File: config.mk
export PLATFORM = sky130hd
export DESIGN_NAME = led_pattern_ctrl
export DESIGN_NICKNAME = d
export VERILOG_FILES = /design/src/rtl/led_pattern_ctrl.sv
export SDC_FILE = /design/constraint.sdc
export NUM_CORES = 1
export LEC_CHECK = 0
export CORE_MARGIN = 5
export CORE_UTILIZATION = 35
export CTS_CLUSTER_DIAMETER = 30
export DETAILED_ROUTE_END_ITERATION = 16
export PLACE_DENSITY = 0.57
export SKIP_CTS_REPAIR_TIMING = 1
export SYNTH_ARGS = -nofsm -noshare
export SYNTH_HDL_FRONTEND = slang
export SYNTH_SLANG_ARGS = --single-unit
File: constraint.sdc
create_clock -name clk -period 5.3 [get_ports clk]
set_input_delay 0.795 -clock clk [delete_from_list [all_inputs] [get_ports clk]]
set_output_delay 0.795 -clock clk [all_outputs]
set_load 0.01 [all_outputs]
File: src/rtl/led_pattern_ctrl.sv
// rtl/led_pattern_ctrl.sv - register-driven LED sequencer: static, blink, PWM-dim and walking modes
module led_pattern_ctrl #(
    parameter int NLED         = 8,
    parameter int PWM_BITS     = 8,
    parameter int TICKCNT_BITS = 8
) (
    input  logic            clk,
    input  logic            rst_n,
    input  logic [31:0]     ctrl_reg,
    input  logic [31:0]     period_reg,
    output logic [NLED-1:0] led,
    output logic [31:0]     status
);

    localparam logic [1:0] MODE_STATIC = 2'b00;
    localparam logic [1:0] MODE_BLINK  = 2'b01;
    localparam logic [1:0] MODE_PWM    = 2'b10;
    localparam logic [1:0] MODE_WALK   = 2'b11;

    logic [NLED-1:0]         pattern;
    logic [1:0]              mode;
    logic                    walk_right;
    logic [PWM_BITS-1:0]     duty;
    logic                    unused_ctrl_bits;

    assign pattern          = ctrl_reg[NLED-1:0];
    assign mode             = ctrl_reg[9:8];
    assign walk_right       = ctrl_reg[10];
    assign duty             = ctrl_reg[16 +: PWM_BITS];
    assign unused_ctrl_bits = ^{ctrl_reg[31:24], ctrl_reg[15:11]};

    logic [31:0]             presc_q, presc_d;
    logic [PWM_BITS-1:0]     pwm_cnt_q, pwm_cnt_d;
    logic [TICKCNT_BITS-1:0] tick_cnt_q, tick_cnt_d;
    logic                    phase_q, phase_d;
    logic [NLED-1:0]         walk_q, walk_d;
    logic [1:0]              mode_q, mode_d;
    logic [NLED-1:0]         pat_q, pat_d;
    logic [NLED-1:0]         led_q, led_d;
    logic [31:0]             status_q, status_d;

    logic                    tick;
    logic                    mode_chg;
    logic                    pat_chg;

    // Prescaler tick and change detection against the stored copies
    always_comb begin
        tick     = (presc_q >= period_reg);
        mode_chg = (mode != mode_q);
        pat_chg  = (pattern != pat_q);
    end

    // Counters, blink phase and walk register; a mode change overrides a coincident tick
    always_comb begin
        presc_d    = presc_q;
        pwm_cnt_d  = pwm_cnt_q + 1'b1;
        tick_cnt_d = tick_cnt_q;
        phase_d    = phase_q;
        walk_d     = walk_q;
        mode_d     = mode;
        pat_d      = pattern;

        if (mode_chg) begin
            presc_d    = '0;
            tick_cnt_d = '0;
            phase_d    = 1'b0;
            walk_d     = pattern;
        end else begin
            presc_d = tick ? '0 : presc_q + 32'd1;
            if (tick) begin
                tick_cnt_d = tick_cnt_q + 1'b1;
                phase_d    = ~phase_q;
            end
            if (mode == MODE_WALK) begin
                if (pat_chg) begin
                    walk_d = pattern;
                end else if (tick) begin
                    walk_d = walk_right ? {walk_q[0], walk_q[NLED-1:1]}
                                        : {walk_q[NLED-2:0], walk_q[NLED-1]};
                end
            end
        end
    end

    // LED drive and status word, built from the state being loaded this edge
    always_comb begin
        led_d = '0;
        case (mode)
            MODE_STATIC: led_d = pattern;
            MODE_BLINK:  led_d = phase_d ? '0 : pattern;
            MODE_PWM:    led_d = (pwm_cnt_q < duty) ? pattern : '0;
            MODE_WALK:   led_d = walk_d;
            default:     led_d = '0;
        endcase
        status_d                      = '0;
        status_d[NLED-1:0]            = led_d;
        status_d[8 +: TICKCNT_BITS]   = tick_cnt_d;
        status_d[17:16]               = mode_d;
    end

    // State register with asynchronous active-low reset
    always_ff @(posedge clk or negedge rst_n) begin
        if (!rst_n) begin
            presc_q    <= '0;
            pwm_cnt_q  <= '0;
            tick_cnt_q <= '0;
            phase_q    <= 1'b0;
            walk_q     <= '0;
            mode_q     <= MODE_STATIC;
            pat_q      <= '0;
            led_q      <= '0;
            status_q   <= '0;
        end else begin
            presc_q    <= presc_d;
            pwm_cnt_q  <= pwm_cnt_d;
            tick_cnt_q <= tick_cnt_d;
            phase_q    <= phase_d;
            walk_q     <= walk_d;
            mode_q     <= mode_d;
            pat_q      <= pat_d;
            led_q      <= led_d;
            status_q   <= status_d;
        end
    end

    assign led    = led_q;
    assign status = status_q;

endmodule

==> key figures <==
Worst hold path
  • Worst Hold Class: reg2reg
  • Min-delay src: pwm_cnt_q[0]$_DFF_PN0_
  • Hold Path Stages: 1
  • WHS Endpoint: pwm_cnt_q[0]$_DFF_PN0_

Floorplan
  • Die height: 124.9 um
  • Initial core utilization: 0.3533
  • Die width: 124.9 um
  • Core ar.: 13090 um2
  • Total die area: 15610 um2
  • FP Rows: between 40 and 50
  • Ports: between 100 and 150

Timing
  • Max frequency: 291.4 MHz
  • RSZ-0062 raised after global routing: false
  • Hold Worst Slack: between 400 and 500 ps
  • Final critical-path required period: 3432 ps
  • Max Clock Skew: between 6 and 7 ps
  • Least-Margin Pin Slew: just under 1000 ps
  • Fin. Hold Viols: 0
  • Crit share post-route: 0.6476
  • Max Slew Vio Count: 0
  • # setup viols final: 0
  • Final TNS setup: 0 ps
  • Slew margin rel.: 0.3569

Final layout
  • Area grow syn2layout: 24.25%
  • Non-filler cells, final: 735
  • Antenna Cells: 0
  • Filler cells: 1267
  • Ratio of cells with drive above 1 in the final layout: 0.04114
  • Final net count: 663

Status
  • Status: completed

Yosys
  • Register bit count reported by yosys: 75
  • Post-synth top area share: 0.4060
  • Syn Inst Count: 479
  • Sequential area share after synthesis: 0.4060
  • Synth Area per Inst: slightly below 10 um2
  • Synth area leaders: dfrtp_1, ha_1, xnor2_1, inv_1, nor2_1
  • Synth warnings: 0
  • EDFF count, synth: 0
  • Count leader, synth: dfrtp_1
  • Synth Cell Area: 4623 um2
  • Cell taking the most area after synthesis: dfrtp_1
  • Ys async rst share: 1.000
  • Netlist cell types: 49
  • Main flop type after synthesis: dfrtp_1
  • Synth top cells by count: dfrtp_1, inv_1, nor2_1

Placed design
  • GP Congestion: 0.7795
  • Placed cells: 720
  • Post-DP HPWL: 7484 um
  • IO buf count: 78

Power and ir drop
  • NetSw: 319.2 uW
  • Leakage: 2.724 nW
  • Flop pwr share: 0.456
  • Peak VDD IR: ~0.18 mV
  • Power Density: between 200 and 250 nW/um2
  • Sw Ratio: 0.2419
  • Gate power share: 0.131
  • Clock power share: 0.413
  • Internal power: 1.001 mW

Worst setup path
  • Critical Path RT: ~5500 ps
  • Crit path kind: in2reg
  • Slowest stage delay, CP: 610 ps
  • Reg2Reg Capture Point: walk_q[2]$_DFF_PN0_
  • Worst R2R Path Depth: 8
  • CP Max Fanout: 15
  • Critical path arrival: 3650 ps
  • Nature of the critical path endpoint: flop
  • Startpoint Class: input port
  • Reg2reg start: presc_q[19]$_DFF_PN0_
  • Sequence of cells on the critical path: clkdlybuf4s50_1, inv_1, ha_1, a21oi_1, o21ai_1, a221o_1, a2111o_1, nor2_8, nor3_2, a222oi_1
  • Worst Setup SP: period_reg[19]
  • Setup slack, reg-to-reg: between 2000 and 2500 ps
  • Highest-delay cell along the critical path: a2111o_1

Drt
  • DR pass1 iterations: 4
  • Detail Route Antenna Nets: 0
  • Average wire per standard cell: 13.70 um
  • Residual DRC: 0
  • Starting DRT DRC Count: 229
  • Vias per inst: 4.714
  • DR vias: 3465
  • Final wirelength: slightly above 10000 um

GRT
  • Largest net degree at the start of global routing: 76
  • Total track usage: 0.1371
  • First-pass GRT wire length: 17730 um
  • Total grt overflow: 0
  • Vias in the first global route: approximately 3800
  • Antenna violations before repair: 0

Clock network
  • CTS H-tree depth: 3
  • Cts bufs inserted: 9
  • Clk_lat worst skew: 340 ps
  • Clock slew at reported path FFs: 60 ps
  • Clock buffer depth: 2
  • Clock sink count: 75
  • CTS tree: built
  • CTS root buf: clkbuf_16

Flow run
  • MaxCap Viol Count: 0
cells by family after synthesis:
logic type | share of synthesized area
muxes | 0.03897
xor gates and xnor gates | 0.09472
AOI/OAI and AO/OA | 0.09364
buffers and inverters | 0.09661
DFF | 0.4060
other | 0.0008111
and+or+nand+nor | 0.1556
adders and majority gates | 0.1137
stage by stage:
| stage | power [mW] | util | area, um2 | setup WS [ps] |
|---|---|---|---|---|
| floorplan | 0.7057 | - | 4672 | 2355 |
| global placement | 0.7825 | 0.4190 | 5483 | 1496 |
| detailed placement | 0.7865 | 0.4190 | 5483 | 1492 |
| CTS | 1.345 | 0.4390 | 5744 | 1851 |
| global route | 1.390 | 0.4390 | 5744 | 1688 |
| finish | 1.320 | 0.4390 | 5744 | 1868 |
per-layer routing:
layer | vias to the layer above | share of wire | GRT usage | wire length (um)
met5 | - | 0 | 0 | 0
met4 | 0 | 0.012 | 0.04082 | 118
met3 | 10 | 0.061 | 0.04563 | 618
met2 | 84 | 0.48 | 0.2290 | 4790
met1 | 1626 | 0.45 | 0.1695 | 4542
li1 | 1745 | - | - | -
flip-flops by register name, indices dropped and copies added (netlist names):
name	count
tick_cnt_q	7
pat_q	8
mode_q	1
phase_q	1
walk_q	8
led	7
presc_q	32
status	3
pwm_cnt_q	8
worst max-delay path: cells and delay by family:
kind / cells / cell delay [ps]
compound gates: 5 / 1510
fa+ha+maj: 1 / 300
buf+inv: 2 / 510
simple gates: 2 / 530
cell usage in the layout, fill, tap and decap left out, drive strengths merged, types with 9 or more instances in the layout:
cell type      instances
nand3                 19
inv                   65
xor2                  20
clkbuf                12
a21oi                 13
conb                  14
ha                    42
o21ai                  9
nor2                  56
mux2i                 18
xnor2                 30
clkdlybuf4s50         77
dfrtp                 75
nand2                 22
nand4                 10
power by group through the flow:
stage,Sequential [mW],Clock (mW),Combinational (mW)
finish,0.602,0.545,0.173
global route,0.604,0.591,0.196
CTS,0.602,0.567,0.176
detailed placement,0.611,0,0.175
global placement,0.611,0,0.171
floorplan,0.611,0,0.0945
how the worst max path moves through the flow:
stage	slack (ps)	end
floorplan	2360	led[0]$_DFF_PN0_
global placement	1500	walk_q[6]$_DFF_PN0_
detailed placement	1490	walk_q[6]$_DFF_PN0_
CTS	1850	walk_q[6]$_DFF_PN0_
global route	1690	walk_q[2]$_DFF_PN0_
finish	1870	walk_q[2]$_DFF_PN0_
final cells by class:
type / instances / area, um2 / share of cell area
Timing Repair Buffer: 80 / 793.3 / 0.1381
Inverter: 65 / 244.0 / 0.04247
Sequential cell: 75 / 1877 / 0.3267
Tap cell: 176 / 220.2 / 0.03834
Clock buffer: 12 / 246.5 / 0.04291
Clock inverter: 3 / 15.01 / 0.002614
Multi-Input combinational cell: 324 / 2349 / 0.4088
(Power assumes the default switching activity.)
